--- src/rtl/alu_pkg.sv ---
// Shared definitions for the byte-serial ALU blocks: datapath byte width,
// FSM state codes and the counter-width helper.
package alu_pkg;

  localparam int unsigned BYTE_W = 8;

  localparam logic [1:0] IDLE = 2'd0;
  localparam logic [1:0] RUN  = 2'd1;
  localparam logic [1:0] DONE = 2'd2;

  // Counter width for n byte-cycles; never narrower than one bit.
  function automatic int unsigned cnt_width(input int unsigned n);
    return (n <= 2) ? 1 : $clog2(n);
  endfunction

endpackage

--- src/rtl/adder.sv ---
// 8-bit ripple-carry adder with carry-out and signed-overflow flags.
module adder
  import alu_pkg::*;
(
  input  logic [BYTE_W-1:0] a_i,
  input  logic [BYTE_W-1:0] b_i,
  input  logic              ci_i,
  output logic [BYTE_W-1:0] y_o,
  output logic              c_o,
  output logic              v_o
);

  logic [BYTE_W:0] c;

  always_comb begin
    c    = '0;
    y_o  = '0;
    c[0] = ci_i;
    for (int i = 0; i < BYTE_W; i++) begin
      y_o[i]  = a_i[i] ^ b_i[i] ^ c[i];
      c[i+1]  = (a_i[i] & b_i[i]) | (c[i] & (a_i[i] ^ b_i[i]));
    end
  end

  assign c_o = c[BYTE_W];
  // Overflow when carry into the sign bit differs from carry out of it.
  assign v_o = c[BYTE_W] ^ c[BYTE_W-1];

endmodule

--- src/rtl/multibyte_add_seq.sv ---
// Byte-serial multi-precision add/subtract: streams operands LSB-first through
// one 8-bit adder, chaining the carry in a register, then presents the wide result.
module multibyte_add_seq
  import alu_pkg::*;
#(
  parameter int unsigned NBYTES = 4
) (
  input  logic                     clk,
  input  logic                     rst_n,
  input  logic                     start_i,
  input  logic                     sub_i,
  input  logic [BYTE_W*NBYTES-1:0] op_a_i,
  input  logic [BYTE_W*NBYTES-1:0] op_b_i,
  output logic                     busy_o,
  output logic                     done_o,
  output logic [BYTE_W*NBYTES-1:0] result_o,
  output logic                     carry_out_o,
  output logic                     overflow_o,
  output logic                     zero_o
);

  localparam int unsigned W    = BYTE_W * NBYTES;
  localparam int unsigned CntW = cnt_width(NBYTES);
  localparam logic [CntW-1:0] LastCnt = CntW'(NBYTES - 1);

  logic [1:0]      state_q, state_d;
  logic [CntW-1:0] cnt_q, cnt_d;
  logic [W-1:0]    a_sh_q, a_sh_d;
  logic [W-1:0]    b_sh_q, b_sh_d;
  logic [W-1:0]    part_q, part_d;
  logic            carry_q, carry_d;
  logic [W-1:0]    result_q, result_d;
  logic            cout_q, cout_d;
  logic            ovf_q, ovf_d;
  logic            zero_q, zero_d;
  logic            done_q, done_d;

  logic [BYTE_W-1:0]   sum_y;
  logic                sum_c;
  logic                sum_v;
  logic [W+BYTE_W-1:0] part_cat;
  logic [W-1:0]        part_nxt;

  adder u_adder (
    .a_i  (a_sh_q[BYTE_W-1:0]),
    .b_i  (b_sh_q[BYTE_W-1:0]),
    .ci_i (carry_q),
    .y_o  (sum_y),
    .c_o  (sum_c),
    .v_o  (sum_v)
  );

  // New byte enters at the top so after NBYTES shifts byte 0 sits at the bottom.
  assign part_cat = {sum_y, part_q};
  assign part_nxt = part_cat[W+BYTE_W-1:BYTE_W];

  always_comb begin
    state_d  = state_q;
    cnt_d    = cnt_q;
    a_sh_d   = a_sh_q;
    b_sh_d   = b_sh_q;
    part_d   = part_q;
    carry_d  = carry_q;
    result_d = result_q;
    cout_d   = cout_q;
    ovf_d    = ovf_q;
    zero_d   = zero_q;
    done_d   = 1'b0;
    case (state_q)
      IDLE: begin
        if (start_i) begin
          state_d = RUN;
          a_sh_d  = op_a_i;
          b_sh_d  = sub_i ? ~op_b_i : op_b_i;
          carry_d = sub_i;
          cnt_d   = '0;
          part_d  = '0;
        end
      end
      RUN: begin
        a_sh_d  = a_sh_q >> BYTE_W;
        b_sh_d  = b_sh_q >> BYTE_W;
        part_d  = part_nxt;
        carry_d = sum_c;
        cnt_d   = cnt_q + CntW'(1);
        if (cnt_q == LastCnt) begin
          state_d  = DONE;
          result_d = part_nxt;
          cout_d   = sum_c;
          ovf_d    = sum_v;
          zero_d   = (part_nxt == '0);
          done_d   = 1'b1;
        end
      end
      DONE: state_d = IDLE;
      default: state_d = IDLE;
    endcase
  end

  always_ff @(posedge clk or negedge rst_n) begin
    if (!rst_n) begin
      state_q  <= IDLE;
      cnt_q    <= '0;
      a_sh_q   <= '0;
      b_sh_q   <= '0;
      part_q   <= '0;
      carry_q  <= 1'b0;
      result_q <= '0;
      cout_q   <= 1'b0;
      ovf_q    <= 1'b0;
      zero_q   <= 1'b0;
      done_q   <= 1'b0;
    end else begin
      state_q  <= state_d;
      cnt_q    <= cnt_d;
      a_sh_q   <= a_sh_d;
      b_sh_q   <= b_sh_d;
      part_q   <= part_d;
      carry_q  <= carry_d;
      result_q <= result_d;
      cout_q   <= cout_d;
      ovf_q    <= ovf_d;
      zero_q   <= zero_d;
      done_q   <= done_d;
    end
  end

  assign busy_o      = (state_q != IDLE);
  assign done_o      = done_q;
  assign result_o    = result_q;
  assign carry_out_o = cout_q;
  assign overflow_o  = ovf_q;
  assign zero_o      = zero_q;

endmodule

--- config.mk ---
export PLATFORM = sky130hd
export DESIGN_NAME = multibyte_add_seq
export DESIGN_NICKNAME = d
export VERILOG_FILES = /design/src/rtl/alu_pkg.sv /design/src/rtl/adder.sv /design/src/rtl/multibyte_add_seq.sv
export SDC_FILE = /design/constraint.sdc
export NUM_CORES = 1
export LEC_CHECK = 0
export ABC_AREA = 1
export CORE_MARGIN = 3
export CORE_UTILIZATION = 60
export CTS_BUF_LIST = sky130_fd_sc_hd__clkbuf_2 sky130_fd_sc_hd__clkbuf_4 sky130_fd_sc_hd__clkbuf_8
export DETAILED_ROUTE_END_ITERATION = 8
export PLACE_DENSITY = 0.95
export SYNTH_ARGS = -nofsm -noshare
export SYNTH_HDL_FRONTEND = slang
export SYNTH_SLANG_ARGS = --single-unit
--- constraint.sdc ---
create_clock -name clk -period 6 [get_ports clk]
set_clock_uncertainty 0.1 [all_clocks]
set_input_delay 0.6 -clock clk [delete_from_list [all_inputs] [get_ports clk]]
set_output_delay 0.6 -clock clk [all_outputs]
set_load 0.01 [all_outputs]
* Word-level counts from Yosys, hierarchy flattened
Cells that the tools add are included.
** Storage, ports and cells
- Register bits :: 137
- Bits of input ports :: 68
- Output and inout port bits :: 37
- Logic and storage cells :: 81
** Cells by class
- Add/subtract/negate cells :: 1
- Equality and inequality tests :: 4
- Mux-type cells :: 16
- Bitwise gates (word level) :: 42
- Reduce and logical (&&, ||, !) cells :: 7
** Operators by type and width (count)
- case mux 32 bit (2 select lines) :: 3
- two-way mux 32 bit :: 4
- zero test 32 bit :: 1
- NOT 32 bit :: 1
- XOR 1 bit :: 17
- AND 1 bit :: 16
- OR 1 bit :: 8
- case mux 2 bit (2 select lines) :: 2
- two-way mux 2 bit :: 3
- AND reduction 2 bit :: 3
- inequality test 2 bit, second input constant :: 2
- nonzero test 2 bit :: 2
- two-way mux 1 bit :: 3
- adder 2 x 1 -> 2 bit, second input constant :: 1
- == test 2 x 1 -> 1 bit, second input constant :: 1
- == test 2 bit, second input constant :: 1
- zero test 2 bit :: 1
- case mux 1 bit (2 select lines) :: 1

* Longest topological paths before layout
- Depth in word-level cells :: 18
- Gate-level depth with buffers :: 17
- Depth with buffers taken out :: 17

* Modules after synthesis
From an unflattened synthesis, not the netlist that was laid out.
** Unflattened totals
- Cell total of the unflattened synthesis :: 620
- Area, all modules :: 5778.0 µm²
** Modules (own cells, without submodules)
- multibyte_add_seq :: instances 1, cells an instance 599, area each 5569.1 µm², sequential area each 3228.1 µm²
- adder :: instances 1, cells an instance 21, area each 209.0 µm², sequential area each 0.0 µm²

* Worst setup path after synthesis
No wires, ideal clock.
- Path type :: register to register
- Start :: reg a_sh_q[0]
- End :: reg zero_q (netlist: zero_o)
- Library setup time :: 124 ps
- Arrival :: 3330 ps
- Required time :: 5776 ps
- Slack :: 2447 ps
- Stages on the path, launching flop included :: 18
- Buffers on the path :: 0
- Clock period less this slack :: 3553 ps
- Cells stage by stage :: dfrtp_1 -> inv_1 -> fa_1 -> fa_1 -> inv_1 -> fa_1 -> fa_1 -> fa_1 -> inv_1 -> fa_1 -> inv_1 -> fa_1 -> inv_1 -> fa_1 -> nand3_1 -> nor2_1 -> nand2_1 -> o21bai_1
** On the way
- Cells in the longest elaborated chain, start to end :: 17
- Elaborated cells between the ends (all ways) :: 25
- Those cells by class :: 24 x bitwise; 1 x reduce/logical
** RTL lines
- from (decl) :: RTL line multibyte_add_seq.sv:28 : logic [W-1:0] a_sh_q, a_sh_d;
- from (signal assigned) :: RTL line multibyte_add_seq.sv:116 : a_sh_q <= a_sh_d;
- XOR 1 bit :: RTL line adder.sv:20, adder.sv:21
- AND 1 bit :: RTL line adder.sv:21 : c[i+1] = (a_i[i] & b_i[i]) | (c[i] & (a_i[i] ^ b_i[i]));
- OR 1 bit :: RTL line adder.sv:21
- AND 1 bit :: RTL line adder.sv:21
- OR 1 bit :: RTL line adder.sv:21
- AND 1 bit :: RTL line adder.sv:21
- OR 1 bit :: RTL line adder.sv:21
- AND 1 bit :: RTL line adder.sv:21
- OR 1 bit :: RTL line adder.sv:21
- AND 1 bit :: RTL line adder.sv:21
- OR 1 bit :: RTL line adder.sv:21
- AND 1 bit :: RTL line adder.sv:21
- OR 1 bit :: RTL line adder.sv:21
- AND 1 bit :: RTL line adder.sv:21
- OR 1 bit :: RTL line adder.sv:21
- XOR 1 bit :: RTL line adder.sv:20 : y_o[i] = a_i[i] ^ b_i[i] ^ c[i];
- zero test 32 bit (*) :: RTL line multibyte_add_seq.sv:91 : zero_d = (part_nxt == '0);
- to (signal assigned) :: RTL line multibyte_add_seq.sv:123 : zero_q <= zero_d;
- to (decl) :: RTL line multibyte_add_seq.sv:35 : logic zero_q, zero_d;
Every way passes the cells marked *; elsewhere a longest branch is shown, timed or not.
A chain may end at the register's enable or synchronous reset.

* Worst setup path after layout
Ends and elaborated chain as after synthesis.

==> results.ini <==
[timing]
rsz0062_at_grt = no
finalMaxSlewViolations = 0
max_freq_mhz = 256
min_period_ns = 3.90
setup_violations = 0
worst_pin_slew_ns = 1.13
slew_headroom = 0.248
min_period_over_period = 0.650
hold_violations = 0
fin_tns_setup_ns = 0

[die]
core_area_sq_mm = 0.0100
io_pins = 105
dieArea_sq_mm = 0.0118
die_w_microns = 109
start_util = 0.632
rows = 36
die_h_microns = 109

[clocking]
cts_tree = yes
cts_resized = 0
postCtsHoldBufs = 0
cts_buffers = 17
clk_latency_ns = 0.44
clock_sinks = 129
post_cts.repair.setup_buffers = 0
htreeDepth = 4
cts_root_buf = clkbuf_8
cts.path.max_buffers = 2
cts.clk_slew.worst_paths_ns = 0.07

[yosys]
ys.flop_type = dfrtp_1
synth_area_sq_mm = 0.00632
synth_edf_count = 0
syn_inst = 656
syn_avg_cell_area_sq_um = 9.63
ys_ff_latch = 129
synth_nets = 733
async_flop_share = 1.00
synth.distinct_cells = 34
yosysSeqAreaShare = 0.511
yosysWarnings = 0

[finish]
nFillCells = 657
area_growth_pct = 19.7
drive_above_1_share = 0.138
fin_area_sq_mm = 0.00756
num-nets-final = 812
stdcell_count = 881
insertedDiodeCount = 0
postLayoutCoreUtil = 0.756

[drt]
wl_mm = 14.3
via_count = 5072
ant_nets = 0
drcViolationCount = 0
routed_via_density = 5.76
avgRoutedWirePerCell_microns = 16.3
first_iter_violations = 386
drt_first_pass_iters = 5

[placed_design]
placed_area_sq_mm = 0.00719
placement.io_buffers = 104
dp.cells = 849
place.gp.congestion = 0.858
dpl.hpwl_mm = 9.50

[global_route]
grt_pass1_vias = 5020
grt_pass1_wl_mm = 23.6
grt_use_total = 0.257
grt_overflow_total = 0
grt_antenna_before_repair = 0
grt_max_degree = 83

[power_and_ir_drop]
powerDensity_mw_per_mm2 = 566
peakVddDrop_mv = 0.320
p_total_mw = 4.28
p_leak_nw = 3.35

[critical_path]
cp.arrival_ns = 4.13
cp_num_buf_inv = 5
cp_max_fo = 3
end_kind = register
worst_path_largest_cell_delay_ns = 0.49
cp_data_required_time_ns = 6.23
path_class = reg2reg
cp-start-kind = register
cp_cell_sequence = inv_1, fa_1, fa_1, inv_1, fa_1, fa_1, fa_1, inv_1, fa_1, inv_1, fa_1, inv_1, fa_1, nand3_1, nor2_1, nand2_1, o21bai_1
cp_slowest_cell = fa_1
crit_family = adder cells
critical_path.most_common_cell = fa_1

[worst_hold_path]
hold_class = in2async

[flow_run]
cap_violations = 0

[status]
outcome = finished, final reports clean

==> cells by family after synthesis <==
| kind of cell | share of synthesized area |
|---|---|
| adder cells (fa/ha/maj) | 0.0273 |
| flip-flops | 0.511 |
| buffers and inverters | 0.0872 |
| AO/OA/AOI/OAI | 0.169 |
| XOR/XNOR | 0.0125 |
| AND/OR/NAND/NOR | 0.193 |
==> cell usage in the layout, fill, tap and decap left out, types with 2 or more instances in the layout <==
cell,n
o21ai_1,62
o211ai_1,17
xnor2_1,8
inv_2,4
clkbuf_4,2
nor2_2,2
or2_2,4
buf_4,3
nor2_1,43
or2_1,4
clkinv_2,3
dfrtp_1,129
clkinvlp_4,2
or2_0,12
inv_1,48
nand2_2,9
clkdlybuf4s50_1,103
nand3_1,95
clkbuf_8,18
nand2_1,91
clkinv_4,6
o22ai_1,4
o21ai_2,14
o211ai_2,8
o22ai_2,23
fa_1,8
o21ai_0,16
==> final timing paths <==
check	from	slack [ns]	end	cells past startpoint
worst min-delay path	rst_n	0.12	result_o[29]	1
worst min register to register	result_o[27]	0.39	result_o[27]	2
worst max-delay path	a_sh_q[0]	2.10	zero_o	17
min in group clk	result_o[27]	0.39	result_o[27]	2
worst max register to register	a_sh_q[0]	2.10	zero_o	17
max in group asynchronous	rst_n	4.36	b_sh_q[7]	2
==> cells in the mapped netlist (2+ instances only) <==
library cell,number,area (sq um)
o21ai_2,14,123
buf_2,15,75.1
nor2_1,43,161
nand2_2,9,56.3
o22ai_1,4,25.0
dfrtp_1,129,3230
fa_1,8,160
xnor2_1,8,70.1
inv_2,4,15.0
inv_1,48,180
or2_2,4,25.0
clkbuf_1,6,22.5
o22ai_2,23,288
o21ai_1,62,310
nand3_1,95,475
buf_1,2,7.51
o211ai_2,8,100
nor2_2,2,12.5
buf_4,4,30.0
o21ai_0,16,80.1
or2_0,12,75.1
buf_6,19,214
or2_1,4,25.0
o211ai_1,17,128
nand2_1,91,342
==> stage by stage <==
step | hold slack (ns) | setup slack, ns
after global routing | 0.179 | 1.97
after floorplan | 0.204 | 2.45
after CTS | 0.140 | 2.10
after global placement | 0.363 | 2.34
final | 0.119 | 2.10
after detailed placement | 0.375 | 2.16
==> worst reg2reg max path, stage by stage, from the launching register on <==
cell and delay (ns):
dfrtp_1 0.37, inv_1 0.11, fa_1 0.21, fa_1 0.18
inv_1 0.06, fa_1 0.37, fa_1 0.39, fa_1 0.38
inv_1 0.08, fa_1 0.17, inv_1 0.06, fa_1 0.41
inv_1 0.09, fa_1 0.49, nand3_1 0.13, nor2_1 0.05
nand2_1 0.07, o21bai_1 0.07
==> cell type report <==
cell class,count,area (sq um),area share
flip-flops and latches,129,3230,0.427
clock inverters,12,113,0.0149
clock buffers,20,263,0.0347
inverters,53,201,0.0266
well taps,133,166,0.0220
multi-input cells,428,2540,0.336
repair buffers,106,1050,0.139
==> where the power goes <==
part           switching, mW  leakage, nW  internal, mW
clock                  0.350        0.189         0.348
sequential             0.237         1.64          1.26
combinational           1.25         1.52         0.838
total                   1.83         3.35          2.45
==> layer usage <==
layer / share of wire / vias up / track usage
met5: 0 / - / 0
met4: 0.025 / 0 / 0.104
met2: 0.52 / 191 / 0.437
met3: 0.061 / 36 / 0.0597
met1: 0.40 / 2485 / 0.318
li1: - / 2360 / -
==> registers in the layout (all words and copies together) (netlist names) <==
register / flops
overflow_o: 1
a_sh_q: 32
zero_o: 1
carry_out_o: 1
result_o: 32
state_q: 2
part_q: 24
cnt_q: 2
done_o: 1
carry_q: 1
b_sh_q: 32
(Power assumes the default switching activity.)
